[src/rtl/display_pkg.sv]
// display_pkg: shared FSM encoding and BCD digit constants for the binary-to-BCD converter
package display_pkg;
    typedef enum logic [1:0] {IDLE, SHIFT, DONE} state_t;
    localparam int DIGIT_W = 4;
    localparam logic [DIGIT_W-1:0] SAT_DIGIT = 4'd9;
endpackage

[src/rtl/bcd_add3.sv]
// bcd_add3: double-dabble digit correction, adds 3 to any digit of 5 or more before the shift
module bcd_add3
    import display_pkg::*;
(
    input  logic [DIGIT_W-1:0] d,
    output logic [DIGIT_W-1:0] q
);
    assign q = (d >= 4'd5) ? d + 4'd3 : d;
endmodule

[src/rtl/bin2bcd_seq.sv]
// bin2bcd_seq: sequential double-dabble binary-to-BCD converter with overflow saturation; define BIN2BCD_SIGNED_EN for two's complement input
module bin2bcd_seq
    import display_pkg::*;
#(
    parameter int DATA_WIDTH = 16,
    parameter int DIGITS     = 5
) (
    input  logic                       i_clock,
    input  logic                       i_reset,
    input  logic                       i_start,
    input  logic [DATA_WIDTH-1:0]      i_data,
    output logic                       o_busy,
    output logic                       o_valid,
    output logic [DIGIT_W*DIGITS-1:0]  o_bcd,
    output logic                       o_sign,
    output logic                       o_overflow
);
    localparam int BW = DIGIT_W * DIGITS;
    localparam int CW = $clog2(DATA_WIDTH + 1);

    state_t                state, state_n;
    logic [CW-1:0]         cnt;
    logic [DATA_WIDTH-1:0] sr, mag;
    logic [BW-1:0]         acc, adj;
    logic                  ovf;
    logic [BW+DATA_WIDTH:0] shifted;

    for (genvar i = 0; i < DIGITS; i++) begin : g_add3
        bcd_add3 u_add3 (.d(acc[i*DIGIT_W +: DIGIT_W]), .q(adj[i*DIGIT_W +: DIGIT_W]));
    end

    // the top bit of the shifted word is what falls out of the most significant digit
    assign shifted = {adj, sr, 1'b0};
    assign o_busy  = state != IDLE;

`ifdef BIN2BCD_SIGNED_EN
    logic sign_r;

    assign mag = i_data[DATA_WIDTH-1] ? -i_data : i_data;

    // capture the input sign at start, publish it together with the result
    always_ff @(posedge i_clock or negedge i_reset) begin
        if (!i_reset) begin
            sign_r <= 1'b0;
            o_sign <= 1'b0;
        end else begin
            if (state == IDLE && i_start) sign_r <= i_data[DATA_WIDTH-1];
            if (state == DONE) o_sign <= sign_r;
        end
    end
`else
    assign mag    = i_data;
    assign o_sign = 1'b0;
`endif

    // state register
    always_ff @(posedge i_clock or negedge i_reset) begin
        if (!i_reset) state <= IDLE;
        else state <= state_n;
    end

    // next-state logic: one shift per input bit, then a single publish cycle
    always_comb begin
        state_n = state;
        case (state)
            IDLE:    state_n = i_start ? SHIFT : IDLE;
            SHIFT:   state_n = (cnt == CW'(1)) ? DONE : SHIFT;
            DONE:    state_n = IDLE;
            default: state_n = IDLE;
        endcase
    end

    // datapath: load on start, correct-and-shift while converting, register results when done
    always_ff @(posedge i_clock or negedge i_reset) begin
        if (!i_reset) begin
            cnt        <= '0;
            sr         <= '0;
            acc        <= '0;
            ovf        <= 1'b0;
            o_valid    <= 1'b0;
            o_bcd      <= '0;
            o_overflow <= 1'b0;
        end else begin
            o_valid <= 1'b0;
            case (state)
                IDLE: if (i_start) begin
                    sr  <= mag;
                    acc <= '0;
                    ovf <= 1'b0;
                    cnt <= CW'(DATA_WIDTH);
                end
                SHIFT: begin
                    acc <= shifted[BW+DATA_WIDTH-1:DATA_WIDTH];
                    sr  <= shifted[DATA_WIDTH-1:0];
                    ovf <= ovf | shifted[BW+DATA_WIDTH];
                    cnt <= cnt - CW'(1);
                end
                DONE: begin
                    o_valid    <= 1'b1;
                    o_bcd      <= ovf ? {DIGITS{SAT_DIGIT}} : acc;
                    o_overflow <= ovf;
                end
                default: ;
            endcase
        end
    end
endmodule

[config.mk]
export PLATFORM = sky130hd
export DESIGN_NAME = bin2bcd_seq
export DESIGN_NICKNAME = d
export VERILOG_FILES = /design/src/rtl/display_pkg.sv /design/src/rtl/bcd_add3.sv /design/src/rtl/bin2bcd_seq.sv
export SDC_FILE = /design/constraint.sdc
export NUM_CORES = 1
export LEC_CHECK = 0
export BUFFER_PORTS_ARGS = -buffer_cell sky130_fd_sc_hd__buf_2
export CORE_MARGIN = 2
export CORE_UTILIZATION = 30
export DETAILED_ROUTE_END_ITERATION = 10
export PLACE_DENSITY_LB_ADDON = 0.08
export SLEW_MARGIN = 20
export SYNTH_ARGS = -nofsm -noshare
export SYNTH_HDL_FRONTEND = slang
export SYNTH_HIERARCHICAL = 1
export SYNTH_SLANG_ARGS = --single-unit
[constraint.sdc]
create_clock -name i_clock -period 1.6 [get_ports i_clock]
set_input_delay 0.08 -clock i_clock [delete_from_list [all_inputs] [get_ports i_clock]]
set_output_delay 0.08 -clock i_clock [all_outputs]
set_load 0.05 [all_outputs]
-- Yosys cells after proc, flatten, opt, wreduce, memory -nomap -nowiden
Index checks and enable logic that the tools add are counted.
- equality and inequality tests: 4
- bitwise logic cells: 1
- $lt $le $gt $ge: 5
- muxes and demuxes: 18
- reductions and logical operators: 4
- add/sub/neg operators: 6
- operators with widths (operator ; number):
    20-bit two-way mux ; 2
    20-bit case mux with 2 select lines ; 1
    16-bit case mux with 2 select lines ; 1
    4-bit by 2-bit adder with 4-bit output (second input constant) ; 5
    4-bit by 3-bit >= comparator with 1-bit output (second input constant) ; 5
    4-bit two-way mux ; 5
    16-bit two-way mux ; 1
    5-bit case mux with 2 select lines ; 1
    5-bit by 1-bit equality test with 1-bit output (second input constant) ; 1
    5-bit two-way mux ; 1
    5-bit by 1-bit subtractor with 5-bit output (second input constant) ; 1
    2-bit case mux with 2 select lines ; 1
    2-bit nonzero test ; 2
    1-bit two-way mux ; 3
    2-bit by 1-bit equality test with 1-bit output (second input constant) ; 1
    2-bit equality test (second input constant) ; 1
    2-bit logical NOT ; 1
    2-bit two-way mux ; 1
    2-bit != test (second input constant) ; 1
    1-bit case mux with 2 select lines ; 1
    2-bit AND reduction ; 1
    1-bit OR ; 1
- flip-flop bits (word level): 66

-- Depth between registers and ports, before layout
- word-level depth: 4
- depth in mapped cells: 7

-- Modules after synthesis
The synthesis kept the hierarchy.
- modules (own cells, without submodules) (module ; area each (um^2) ; times used ; cells each ; seq. area each (um^2)):
    bin2bcd_seq ; 2907.8 ; 1 ; 290 ; 1651.6
    bcd_add3 ; 101.3 ; 5 ; 16 ; 0.0

-- Worst setup path before layout
OpenSTA, ideal clock, no wires.
- kind: register -> register
- start: register state[0]
- end: register acc[0]
- arrival time: 1237 ps
- path slack: 246 ps
- data required time: 1483 ps
- cell stages (with the launch flop): 7
- clock period less this slack: 1354 ps
- buffers on the path: 3
- setup time: 117 ps
- cell sequence: dfrtp_1 -> buf_6 -> or3b_1 -> buf_6 -> buf_12 -> nand3_2 -> nand2_1
- cells in the longest elaborated chain, start to end: 3
- ends and longest elaborated chain (element ; RTL line ; text):
    from (decl) ; bin2bcd_seq.sv:21 ; state_t state, state_n;
    from (signal assigned) ; bin2bcd_seq.sv:59 ; else state <= state_n;
    2-bit by 1-bit equality test with 1-bit output or 2-bit logical NOT (tied branches) ; bin2bcd_seq.sv:85 ; case (state)
    2-bit nonzero test (no source line) or 2-bit != test (tied branches) ; - ;
    2-bit AND reduction (no source line) ; - ;
    to (signal assigned) ; bin2bcd_seq.sv:93 ; acc <= shifted[BW+DATA_WIDTH-1:DATA_WIDTH];
    to (decl) ; bin2bcd_seq.sv:24 ; logic [BW-1:0] acc, adj;
Several ways; a longest one is shown, not always the timed one.
A chain may end at the register's enable or synchronous reset.

-- Worst setup path in the final report
- start: register state[0]
- end: output o_busy
- cells in the longest elaborated chain, start to end: 1
- ends and longest elaborated chain (element ; RTL line ; text):
    2-bit nonzero test ; bin2bcd_seq.sv:34 ; assign o_busy = state != IDLE;
    to (decl) ; bin2bcd_seq.sv:12 ; output logic o_busy,
No other way between the ends.

==> impl_metrics.toml <==
[run_status]
status = "finished, final reports clean"

[layout]
nFillCells = 1106
finalNetCount = 460
num_antenna_cells = 0
finalNonFillerCells = 573
syn_to_final_growth_pct = 25.1
register_area_sq_um = 1650
multi_input_area_sq_um = 1550
layout-drive-gt1-share_pct = 22.4

[clock_network]
cts_tree = "yes"
clock_latency_ns = 0.33
cts_max_path_buffers = 2
cts_setup_buffers = 0
clk_pin_slew_ns = 0.05
cts_sinks = 66
post_cts_resized = 0
numCtsBuffers = 9
clockRootBuffer = "clkbuf_16"
cts_hold_buf = 16
cts_max_level = 3

[die]
start_util_pct = 31.1
die_w_um = 111
io_pins = 43
die_height_um = 111
rows = 38
core_area_sq_um = 11000
dieArea_sq_um = 12300

[routing]
vias_per_cell = 4.51
firstDrtPassIters = 4
via_count = 2584
drt_iter0_drc = 125
wl_per_cell_um = 12.9
ant_nets = 0
routed_wl_um = 7400
drcViolationCount = 0

[grt]
grt_pass1_wl_um = 13100
grt_max_degree = 43
grt_usage_pct = 13.3
antenna_found_initial = 0
grt_overflow = 0
grt_pass1_vias = 2690

[hold_path]
hold_depth = 3
hold_class = "in -> reg"

[sta]
setup_viol = 0
finalCritPeriodShare_pct = 93.9
finClkSkew_ns = 0.00348
worst_pin_slew_ns = 0.665
slew_headroom_pct = 55.6
maxSlewViolCount = 0
fmax_ghz = 0.665
fin_crit_ns = 1.50
hold_violations = 0
setup_tns_ns = 0
rsz0062_at_grt = "false"

[logic_synthesis]
ys_types = 34
netlist_area_sq_um = 3410
ys_seq_elements = 66
syn_inst = 370
syn_area_per_cell_sq_um = 9.23
yosysWarningCount = 6
synth-seq-area-share_pct = 48.4
syn-num-nets = 401

[run]
drv_cap = 0

[setup_path]
crit_cells = 3
path_cells = "buf_4, or2_2, buf_2"
worst-r2r-setup-slack_ns = 0.16
critPathRequiredTime_ns = 1.52
critPathMaxFanout = 6
cp-end-kind = "output port"
critical_path_buf_inv_count = 2
cp.arrival_ns = 1.42
cpPeakStageDelay_ns = 0.40
critPathSlowestCell = "dfrtp_1"
crit_family = "flip-flops"
path_class = "reg -> out"
start_kind = "register"
ff2ff_path_depth = 6

[pwr]
p_per_area_nw_per_um2 = 2150
p_leak_nw = 2.12
peakVddDrop_mv = 0.900

[placement]
io_buffer_count = 41
gp_congestion = 0.758
place_inst = 542
place_hpwl_um = 4910
[final timing paths]
kind | end | startpoint
worst max-delay path | o_busy | state[0]
worst min-delay path | sr[0] | i_data[0]
worst max register to register | acc[18] | acc[16]
worst min register to register | o_bcd[7] | o_bcd[7]
max in group asynchronous | sr[9] | i_reset
min in group asynchronous | o_bcd[17] | i_reset
[cell type report]
| class | count | share of cell area [%] |
|---|---|---|
| inverter | 14 | 1.23 |
| tap | 140 | 4.10 |
| clock buffer | 13 | 6.33 |
| sequential | 66 | 38.7 |
| timing repair buffer | 70 | 12.6 |
| multi-input combinational | 268 | 36.3 |
| clock inverter | 2 | 0.820 |
[cells in the final DEF (no fill, tap or decap), types with 3 or more instances in the layout]
cell / instances
clkbuf_8: 3
a22oi_1: 15
buf_12: 6
ha_1: 12
a21oi_2: 5
mux2i_1: 6
nand2b_1: 22
nand3_1: 3
dlygate4sd3_1: 16
nand3_2: 19
clkbuf_16: 9
nand2_1: 113
o21ai_1: 8
buf_4: 7
nor2_1: 17
o21ai_0: 27
inv_1: 14
buf_2: 41
xnor2_1: 5
dfrtp_1: 66
[state kept, by name, indices dropped and copies added, names as in the netlist]
| name | count |
|---|---|
| acc | 20 |
| cnt | 5 |
| ovf | 1 |
| sr | 16 |
| state | 2 |
| o_bcd | 20 |
| o_valid | 1 |
| o_overflow | 1 |
[per-layer routing]
metal	routed length, um	global-route usage, %	up-vias
met1	3630	16.7	1204
met4	103	4.00	0
met2	3320	21.2	45
met3	345	5.41	6
met5	0	0	-
li1	-	-	1329
[worst min-delay path: stages]
cell	delay (ns)
buf_2	0.07
a31oi_1	0.07
o21ai_0	0.14
[metrics by stage]
stage / utilization (%) / worst slack (ns) / hold slack, ns / power (mW) / area (sq um)
global route: 38.9 / 0.0209 / 0.113 / 9.98 / 4270
CTS: 38.9 / 0.0754 / 0.0675 / 9.35 / 4270
finish: 38.9 / 0.0969 / 0.0719 / 9.17 / 4270
detailed placement: 34.7 / 0.169 / 0.0854 / 7.22 / 3810
global placement: 34.7 / 0.187 / 0.0747 / 7.14 / 3810
floorplan: - / 0.246 / -0.216 / 6.18 / 3410
[report_power, final]
part / internal (mW) / leakage (nW) / switching [mW] / total (mW)
Sequential: 2.39 / 0.846 / 0.637 / 3.02
Combinational: 1.51 / 1.12 / 2.62 / 4.12
Clock: 1.32 / 0.152 / 0.706 / 2.03
[Yosys cell counts]
cell type,instances,area share [%]
a21oi_1,1,0.15
ha_1,12,4.4
nor4_1,1,0.18
o21ai_1,8,1.2
nand3b_1,1,0.22
o21bai_2,1,0.33
clkbuf_1,4,0.44
a31oi_1,1,0.18
buf_12,2,1.2
nor4b_1,1,0.26
nand2_1,113,12
nor2_1,17,1.9
a311oi_1,1,0.26
conb_1,1,0.11
inv_1,14,1.5
buf_2,9,1.3
or2_2,1,0.18
xnor2_1,5,1.3
buf_6,3,0.99
a41oi_1,1,0.26
nor2b_1,2,0.37
nor3b_4,1,0.55
mux2_2,1,0.33
and2_1,1,0.18
a21oi_2,5,1.3
nand2b_1,22,4.0
a22oi_1,15,3.3
or3b_1,1,0.26
dfrtp_1,66,48
mux2i_1,6,1.8
buf_4,4,0.88
nand3_2,19,5.6
nand3_1,3,0.44
o21ai_0,27,4.0
[kinds of logic after synthesis]
| kind of cell | Yosys count | share of synthesized area [%] |
|---|---|---|
| and+or+nand+nor | 183 | 26.5 |
| DFF | 66 | 48.4 |
| AOI/OAI and AO/OA | 60 | 10.9 |
| buffers and inverters | 36 | 6.34 |
| adders and majority gates | 12 | 4.40 |
| muxes | 7 | 2.09 |
| xor gates and xnor gates | 5 | 1.28 |
| other | 1 | 0.110 |
No activity file was read; power rests on OpenSTA's default activity.
